--- src/rtl/decode_dispatch_queue_pkg.sv ---
// dispatch_pkg: functional-unit codes and the micro-op record shared by decoders and the dispatch queue
package dispatch_pkg;
  localparam logic [2:0] FX     = 3'd0;
  localparam logic [2:0] FP     = 3'd1;
  localparam logic [2:0] LDST   = 3'd2;
  localparam logic [2:0] BRANCH = 3'd3;
  localparam logic [2:0] TRAP   = 3'd4;
  localparam int NUM_FU = 5;
  localparam int REG_W  = 5;
  localparam int IMM_W  = 16;
  typedef struct packed {
    logic [REG_W-1:0] reg1;
    logic [REG_W-1:0] reg2;
    logic             reg2_zero;
    logic [IMM_W-1:0] imm;
    logic [2:0]       fu_code;
  } uop_t;
endpackage

--- src/rtl/decode_dispatch_queue_uop_fifo.sv ---
// uop_fifo: in-order circular buffer of micro-ops with occupancy, full and empty
module uop_fifo
  import dispatch_pkg::*;
#(
  parameter int DEPTH = 4
) (
  input  logic                   clk,
  input  logic                   rst,
  input  logic                   push,
  input  logic                   pop,
  input  uop_t                   din,
  output uop_t                   dout,
  output logic [$clog2(DEPTH):0] count,
  output logic                   full,
  output logic                   empty
);
  localparam int AW = $clog2(DEPTH);
  localparam int CW = AW + 1;
  uop_t r_mem [DEPTH];
  logic [AW-1:0] r_wr;
  logic [AW-1:0] r_rd;
  logic [CW-1:0] r_count;
  // storage is not reset; only pointers and occupancy decide what is valid
  always_ff @(posedge clk)
    if (push) r_mem[r_wr] <= din;
  // pointers wrap naturally because DEPTH is a power of two
  always_ff @(posedge clk) begin
    if (rst) begin
      r_wr <= '0;
      r_rd <= '0;
      r_count <= '0;
    end else begin
      if (push) r_wr <= r_wr + AW'(1);
      if (pop) r_rd <= r_rd + AW'(1);
      r_count <= r_count + CW'(push) - CW'(pop);
    end
  end
  assign dout  = r_mem[r_rd];
  assign count = r_count;
  assign full  = r_count == CW'(DEPTH);
  assign empty = r_count == '0;
endmodule

--- src/rtl/decode_dispatch_queue.sv ---
// decode_dispatch_queue: picks one decoded uop per cycle, queues it in order and issues the head to its ready unit
module decode_dispatch_queue
  import dispatch_pkg::*;
#(
  parameter int NUM_DEC  = 4,
  parameter int DEPTH    = 4,
  parameter int regWidth = REG_W,
  parameter int immWidth = IMM_W,
  parameter int NUM_FU   = dispatch_pkg::NUM_FU
) (
  input  logic                          clock_i,
  input  logic                          reset_i,
  input  logic [0:NUM_DEC-1]            decEnable_i,
  input  logic [0:NUM_DEC*regWidth-1]   decReg1_i,
  input  logic [0:NUM_DEC*regWidth-1]   decReg2_i,
  input  logic [0:NUM_DEC-1]            decReg2ValOrZero_i,
  input  logic [0:NUM_DEC*immWidth-1]   decImm_i,
  input  logic [0:NUM_DEC*3-1]          decFuCode_i,
  input  logic [0:NUM_FU-1]             unitReady_i,
  output logic                          stall_o,
  output logic                          issueValid_o,
  output logic [regWidth-1:0]           issueReg1_o,
  output logic [regWidth-1:0]           issueReg2_o,
  output logic                          issueReg2ValOrZero_o,
  output logic [immWidth-1:0]           issueImm_o,
  output logic [2:0]                    issueFuCode_o,
  output logic                          multiHit_o,
  output logic                          overflow_o,
  output logic                          badUnit_o,
  output logic [$clog2(DEPTH):0]        count_o
);
  localparam int CW = $clog2(DEPTH) + 1;
  localparam int NW = $clog2(NUM_DEC + 1);
  uop_t w_cand;
  uop_t w_head;
  logic w_any;
  logic w_rdy;
  logic w_bad;
  logic w_issue;
  logic w_push;
  logic w_pop;
  logic w_full;
  logic w_empty;
  logic [NW-1:0] w_nen;
  logic [CW-1:0] w_count;
  logic [CW-1:0] w_next;
  logic r_stall;
  logic r_valid;
  logic r_multi;
  logic r_overflow;
  logic r_bad;
  uop_t r_issue;
  // lowest-index enabled decoder wins; scanning downward lets it overwrite the others
  always_comb begin
    w_cand = '0;
    w_any = 1'b0;
    w_nen = '0;
    for (int k = NUM_DEC - 1; k >= 0; k--) begin
      w_nen = w_nen + NW'(decEnable_i[k]);
      if (decEnable_i[k]) begin
        w_any = 1'b1;
        w_cand = '{reg1: decReg1_i[k*regWidth +: regWidth], reg2: decReg2_i[k*regWidth +: regWidth],
                   reg2_zero: decReg2ValOrZero_i[k], imm: decImm_i[k*immWidth +: immWidth],
                   fu_code: decFuCode_i[k*3 +: 3]};
      end
    end
  end
  // ready of the unit named by the head; codes outside the unit range never match
  always_comb begin
    w_rdy = 1'b0;
    for (int f = 0; f < NUM_FU; f++)
      if (w_head.fu_code == 3'(f)) w_rdy = unitReady_i[f];
  end
  assign w_bad   = !w_empty && 32'(w_head.fu_code) >= NUM_FU;
  assign w_issue = !w_empty && !w_bad && w_rdy;
  assign w_pop   = w_issue || w_bad;
  assign w_push  = w_any && (!w_full || w_pop);
  assign w_next  = w_count + CW'(w_push) - CW'(w_pop);
  uop_fifo #(.DEPTH(DEPTH)) u_fifo (
    .clk(clock_i), .rst(reset_i), .push(w_push), .pop(w_pop), .din(w_cand),
    .dout(w_head), .count(w_count), .full(w_full), .empty(w_empty)
  );
  // registered issue port and one-cycle status pulses; stall keeps a slot free for the decoder's in-flight op
  always_ff @(posedge clock_i) begin
    if (reset_i) begin
      r_stall <= 1'b0;
      r_valid <= 1'b0;
      r_multi <= 1'b0;
      r_overflow <= 1'b0;
      r_bad <= 1'b0;
      r_issue <= '0;
    end else begin
      r_stall <= w_next >= CW'(DEPTH - 1);
      r_valid <= w_issue;
      r_multi <= w_nen > NW'(1);
      r_overflow <= w_any && !w_push;
      r_bad <= w_bad;
      if (w_issue) r_issue <= w_head;
    end
  end
  assign stall_o              = r_stall;
  assign issueValid_o         = r_valid;
  assign issueReg1_o          = r_issue.reg1;
  assign issueReg2_o          = r_issue.reg2;
  assign issueReg2ValOrZero_o = r_issue.reg2_zero;
  assign issueImm_o           = r_issue.imm;
  assign issueFuCode_o        = r_issue.fu_code;
  assign multiHit_o           = r_multi;
  assign overflow_o           = r_overflow;
  assign badUnit_o            = r_bad;
  assign count_o              = w_count;
endmodule

--- config.mk ---
export PLATFORM = sky130hd
export DESIGN_NAME = decode_dispatch_queue
export DESIGN_NICKNAME = d
export VERILOG_FILES = /design/src/rtl/decode_dispatch_queue_pkg.sv /design/src/rtl/decode_dispatch_queue_uop_fifo.sv /design/src/rtl/decode_dispatch_queue.sv
export SDC_FILE = /design/constraint.sdc
export NUM_CORES = 1
export LEC_CHECK = 0
export ABC_AREA = 1
export BUFFER_PORTS_ARGS = -buffer_cell sky130_fd_sc_hd__buf_2
export CORE_AREA = 2 2 137 139
export CTS_CLUSTER_DIAMETER = 40
export CTS_CLUSTER_SIZE = 25
export DETAILED_ROUTE_END_ITERATION = 12
export DIE_AREA = 0 0 139 141
export MAX_ROUTING_LAYER = met4
export PLACE_DENSITY = 0.68
export RECOVER_POWER = 100
export SETUP_SLACK_MARGIN = 0.02
export SYNTH_ARGS = -nofsm -noshare
export SYNTH_HDL_FRONTEND = slang
export SYNTH_SLANG_ARGS = --single-unit
--- constraint.sdc ---
create_clock -name clock_i -period 10.15 [get_ports clock_i]
set_input_delay 2.03 -clock clock_i [delete_from_list [all_inputs] [get_ports clock_i]]
set_output_delay 2.03 -clock clock_i [all_outputs]
set_load 0.05 [all_outputs]
==> results_dict.tcl, run 1 <==
set metrics [dict create \
    critical_path_class "input pin to flop" \
    tightest_slew_ns 2.92 \
    hpwlAfterDp_um 11400 \
    synthesis.nets 858 \
    path_cells "clkbuf_1 -> inv_1 -> clkbuf_1 -> ha_1 -> nand3_1 -> nand2_1 -> nor2_1" \
    timing.setup.tns_ns 0 \
    synth_area_um2 7100 \
    clockBufferDepth 2 \
    placement.io_buffers 168 \
    first_iter_violations 370 \
    slew_headroom -0.954 \
    synth_cell_types 30 \
    outcome "finished, violations left" \
    finalSetupViolCount 0 \
    place.gp.congestion 0.838 \
    netlist_instances 718 \
    fmax_ghz 0.145 \
    rows 50 \
    vias 5691 \
    vias_per_cell 5.14 \
    seq_power_share 0.400 \
    worstPathRequired_ns 10.13 \
    die_y_um 141 \
    wire_per_inst_um 15.8 \
    maxCapViolCount 6 \
    crit_slowest_cell "nor2_1" \
    crit_path_end_kind "flop" \
    hold_path.class "flop to flop" \
    netSwitchingPower_w 0.000972 \
    syn_avg_cell_area_um2 9.89 \
    grt_max_degree 62 \
    internal_power_w 0.00156 \
    cts_sinks 164 \
    cpPeakStageDelay_ns 2.17 \
    clock_latency_ns 0.43 \
    synth_top_cell_area_share 0.507 \
    sw_frac_of_total 0.385 \
    grt_first_pass_wirelength_um 26900 \
    drive_gt1_frac 0.194 \
    yosysSeqAreaShare 0.631 \
    vdd_drop_max_mv 0.180 \
    startpoint_type "input pin" \
    violations "max-capacitance violations, max-slew violations" \
    fp.dieArea_um2 19600 \
    hold_viol 0 \
    clk_pin_slew_ns 0.06 \
    io_pins 169 \
    fin_area_um2 8600 \
    p_leak_nw 3.32 \
    drc 0 \
    crit_family "simple AND/OR/NAND/NOR gates" \
    fp.dieW_um 139 \
    slew_viol_final 218 \
    skew_ns 0.00740 \
    syn_to_final_growth_pct 21.1 \
    final_common_cell "o21ai_0" \
    overflow 0 \
    cts_made_buffers 17 \
    antenna_left 0 \
    antenna_found_initial 0 \
    synthTopCellsByArea "edfxtp_1, dfxtp_1, o21ai_0, nor2_1, nand2_1" \
    htree_levels 4 \
    final_cell_mix "o21ai_0, buf_2, nor2_1, edfxtp_1, nand2_1" \
    critPathMaxFanout 32 \
    crit_buf_inv 3 \
    routed_wl_um 17500 \
    nets 1000 \
    path_common_cell "clkbuf_1" \
    power_density_nw_per_um2 294 \
    fin_crit_sh 0.678 \
    multi_input_area_um2 2300 \
    first_pass_iters 6 \
    cts_root_buf "clkbuf_16" \
    ctsResizeCount 0 \
    clock_power_share 0.255 \
    dpl_cell_area_um2 8080 \
    cts_tree "yes" \
    post_cts_buffers 0 \
    synth_warnings 0 \
    regArea_um2 4490 \
    first_global_vias 5389 \
    combinationalPowerShare 0.345 \
    min_period_ns 6.88 \
    start_util 0.389 \
    rsz0062_at_grt "false" \
    synth_largest_area_cell "edfxtp_1" \
    grtUsageTotal 0.183 \
    holdBufCountCts 0 \
    diodes 0 \
    ys_seq_elements 164 \
    crit_arrival_ns 6.86 \
    num-fill-cells 1735 \
    coreArea_um2 18300 \
]
-- power by group through the flow --
stage	registers (W)	logic, W	clock network, W
5_1_grt	0.00103	0.000974	0.000681
3_5_place_dp	0.00102	0.000905	0
3_3_place_gp	0.00101	0.000888	0
6_report	0.00101	0.000873	0.000644
2_1_floorplan	0.00116	0.000525	0
4_1_cts	0.00100	0.000909	0.000655
-- sequential cells by signal, indices dropped and copies added (netlist names), 2 cells and up, named ones only --
| register | cells |
|---|---|
| issueReg1_o | 5 |
| issueImm_o | 16 |
| u_fifo.r_mem | 120 |
| u_fifo.r_wr | 2 |
| u_fifo.r_rd | 2 |
| issueFuCode_o | 3 |
| issueReg2_o | 5 |
| u_fifo.count | 3 |
-- cell usage after synthesis, drive strengths merged --
cell type    n
o21ai      147
xor2         1
nand3b       2
nor2       126
nor3         1
buf         10
a21oi       39
clkbuf      40
dfxtp       44
nand3       42
edfxtp     120
o21a         1
fa           2
ha           7
xnor2        1
o22ai       28
nor3b        1
nand2       85
inv         21
-- kinds of logic after synthesis --
| family | after synthesis | synth area share |
|---|---|---|
| buf+inv | 71 | 0.0421 |
| compound gates | 215 | 0.158 |
| xor+xnor | 2 | 0.00247 |
| simple gates | 257 | 0.148 |
| flops | 164 | 0.631 |
| fa+ha+maj | 9 | 0.0180 |
-- tightest hold or removal path, cell delays in order (launching register included) --
cell and delay [ns]:
dfxtp_1 0.31, nand2_1 0.06, a21oi_1 0.05
-- area by class of cell --
class	instances	area share
Inverter	21	0.00917
Clock buffer	21	0.0585
Multi-Input combinational cell	483	0.268
Sequential cell	164	0.522
Clock inverter	11	0.0128
Timing Repair Buffer	173	0.0961
Tap cell	234	0.0341
-- routing by layer --
metal	track usage	part of all wire	up-vias
met5	-	0	-
met4	0.0776	0.021	0
met3	0.0326	0.062	27
met2	0.304	0.49	230
met1	0.221	0.43	2629
li1	-	-	2805
-- stage by stage --
stage          setup slack, ns  instances  hold slack, ns  power [W]  utilization
3_5_place_dp              4.95       1075           0.453    0.00192        0.443
3_3_place_gp              5.11       1075           0.451    0.00190        0.443
2_1_floorplan             5.56        718           0.459    0.00169            -
6_report                  3.27       1107           0.461    0.00253        0.471
4_1_cts                   5.36       1107           0.463    0.00257        0.476
5_1_grt                   2.78       1107           0.490    0.00269        0.471
-- path summary, 6_finish.rpt --
path                                       from                            end  slack [ns]  cells after the start
setup reg to reg                           flop   u_fifo.r_mem[3][6]$_DFFE_PP_        3.47                     12
hold reg to reg   issueFuCode_o[2]$_SDFFE_PP0P_  issueFuCode_o[2]$_SDFFE_PP0P_        0.46                      2
hold / removal    issueFuCode_o[2]$_SDFFE_PP0P_  issueFuCode_o[2]$_SDFFE_PP0P_        0.46                      2
setup / recovery                 decEnable_i[2]   u_fifo.r_mem[3][6]$_DFFE_PP_        3.27                      7
(Power assumes the default switching activity.)
==> inputs of run 2 (changes only) <==
==> constraint.sdc (replaced) <==
create_clock -name clock_i -period 6.8 [get_ports clock_i]
set_input_delay 1.36 -clock clock_i [delete_from_list [all_inputs] [get_ports clock_i]]
set_output_delay 1.36 -clock clock_i [all_outputs]
set_load 0.05 [all_outputs]
==> run 2 against run 1 <==
The run still ends with max-capacitance violations, max-slew violations left. Clock-buffer cell count decreased by 4. Register-to-register slack got worse by 2.2 ns. Clock skew down 0.0014 ns. Clock power up 43%. Design area shrank 0.25%.
==> results_dict.tcl, run 2 (same netlist as run 1, synthesis figures left out) <==
set metrics [dict create \
    vdd_drop_max_mv 0.184 \
    clk_pin_slew_ns 0.06 \
    start_util 0.389 \
    rows 50 \
    grtUsageTotal 0.181 \
    ctsResizeCount 0 \
    crit_path_end_kind "flop" \
    post_cts_buffers 0 \
    timing.setup.tns_ns 0 \
    place.gp.congestion 0.826 \
    wire_per_inst_um 15.6 \
    placement.io_buffers 168 \
    grt_first_pass_wirelength_um 26700 \
    fp.dieArea_um2 19600 \
    grt_max_degree 62 \
    vias 5578 \
    final_common_cell "o21ai_0" \
    finalSetupViolCount 0 \
    drc 0 \
    cts_made_buffers 17 \
    cts_tree "yes" \
    cts_root_buf "clkbuf_16" \
    reg2reg_depth 8 \
    hold_viol 0 \
    nets 998 \
    vias_per_cell 5.05 \
    first_iter_violations 484 \
    first_global_vias 5286 \
    tightest_slew_ns 1.71 \
    outcome "finished, violations left" \
    worst_r2r_endpoint "u_fifo.r_mem[3][6]$_DFFE_PP_" \
    fp.dieW_um 139 \
    whs_path_depth 2 \
    fin_crit_sh 0.814 \
    whs_endpoint "issueFuCode_o[2]$_SDFFE_PP0P_" \
    antenna_found_initial 0 \
    io_pins 169 \
    fmax_ghz 0.181 \
    rsz0062_at_grt "false" \
    worstPathRequired_ns 6.82 \
    die_y_um 141 \
    cts_sinks 164 \
    violations "max-capacitance violations, max-slew violations" \
    total_power_w 0.00372 \
    startpoint_type "flop" \
    crit_arrival_ns 5.56 \
    critPathMaxFanout 61 \
    routed_wl_um 17200 \
    final_cell_mix "o21ai_0, buf_2, nor2_1, edfxtp_1, nand2_1" \
    hold_path.class "flop to flop" \
    p_leak_nw 3.29 \
    skew_ns 0.00603 \
    largest-register "u_fifo.r_mem" \
    slew_viol_final 123 \
    htree_levels 4 \
    first_pass_iters 5 \
    overflow 0 \
    clock_latency_ns 0.43 \
    syn_to_final_growth_pct 20.8 \
    r2r_slack_ns 1.26 \
    coreArea_um2 18300 \
    diodes 0 \
    largest_reg_flops 120 \
    drive_gt1_frac 0.200 \
    worstHoldStart "issueFuCode_o[2]$_SDFFE_PP0P_" \
    critical_path_class "flop to flop" \
    holdBufCountCts 0 \
    hpwlAfterDp_um 11300 \
    clockBufferDepth 2 \
    maxCapViolCount 3 \
    antenna_left 0 \
    num-fill-cells 1700 \
    min_period_ns 5.54 \
    slew_headroom -0.140 \
    power_density_nw_per_um2 433 \
]
-- run 2: cell types whose count changed in the layout (fill, tap and decap cells not counted), sizes merged --
cell,delta
clkinvlp,+2
inv,+1
clkbuf,-6
clkinv,+1
-- run 2: metrics by stage --
step                 util  hold slack (ns)  setup slack, ns  cell area, µm²  cells
global route        0.469            0.497            0.699            8580   1105
detailed placement  0.442            0.465             1.93            8070   1073
finish              0.469            0.475             1.26            8580   1105
global placement    0.442            0.459             2.10            8070   1073
floorplan               -            0.459             2.88            7100    718
CTS                 0.473            0.476             1.91            8640   1105
-- run 2: cell type report --
type / instances / area, µm² / area share
multi-input cells: 483 / 2330 / 0.272
repair buffers: 171 / 816 / 0.0951
clock buffers: 17 / 425 / 0.0496
flip-flops and latches: 164 / 4490 / 0.523
clock inverters: 15 / 149 / 0.0174
well taps: 234 / 293 / 0.0341
inverters: 21 / 78.8 / 0.00919
-- run 2: routing by layer --
| layer | vias to the layer above | GRT usage | routed length, µm |
|---|---|---|---|
| met5 | - | - | 0 |
| li1 | 2802 | - | - |
| met1 | 2537 | 0.222 | 7580 |
| met2 | 220 | 0.295 | 8280 |
| met4 | 0 | 0.0680 | 276 |
| met3 | 19 | 0.0387 | 1060 |
-- run 2: worst max-delay path, stage by stage (launching register included) --
cell and delay, ns:
dfxtp_2 1.00, inv_1 1.05, o21ai_0 0.48, o22ai_1 0.19, a21oi_1 0.24, nand2_2 0.41, nand3_4 0.23, nand2_2 0.16
nor2_2 1.28
-- run 2: worst max-delay path by stage --
stage | from | endpoint | slack (ns) | depth (start not counted)
3_5_place_dp | flop | stall_o$_SDFF_PP0_ | 1.93 | 17
3_3_place_gp | flop | stall_o$_SDFF_PP0_ | 2.10 | 17
2_1_floorplan | decEnable_i[3] | u_fifo.r_mem[0][0]$_DFFE_PP_ | 2.88 | 6
4_1_cts | flop | stall_o$_SDFF_PP0_ | 1.91 | 17
5_1_grt | flop | u_fifo.r_mem[3][6]$_DFFE_PP_ | 0.70 | 10
6_report | flop | u_fifo.r_mem[3][6]$_DFFE_PP_ | 1.26 | 8
-- run 2: where the power goes --
part	internal, W	switching (W)	total [W]	leakage, nW
clock	0.000512	0.000412	0.000924	0.265
combinational	0.000326	0.000916	0.00124	1.53
sequential	0.00141	0.000137	0.00155	1.49
total	0.00225	0.00147	0.00372	3.29
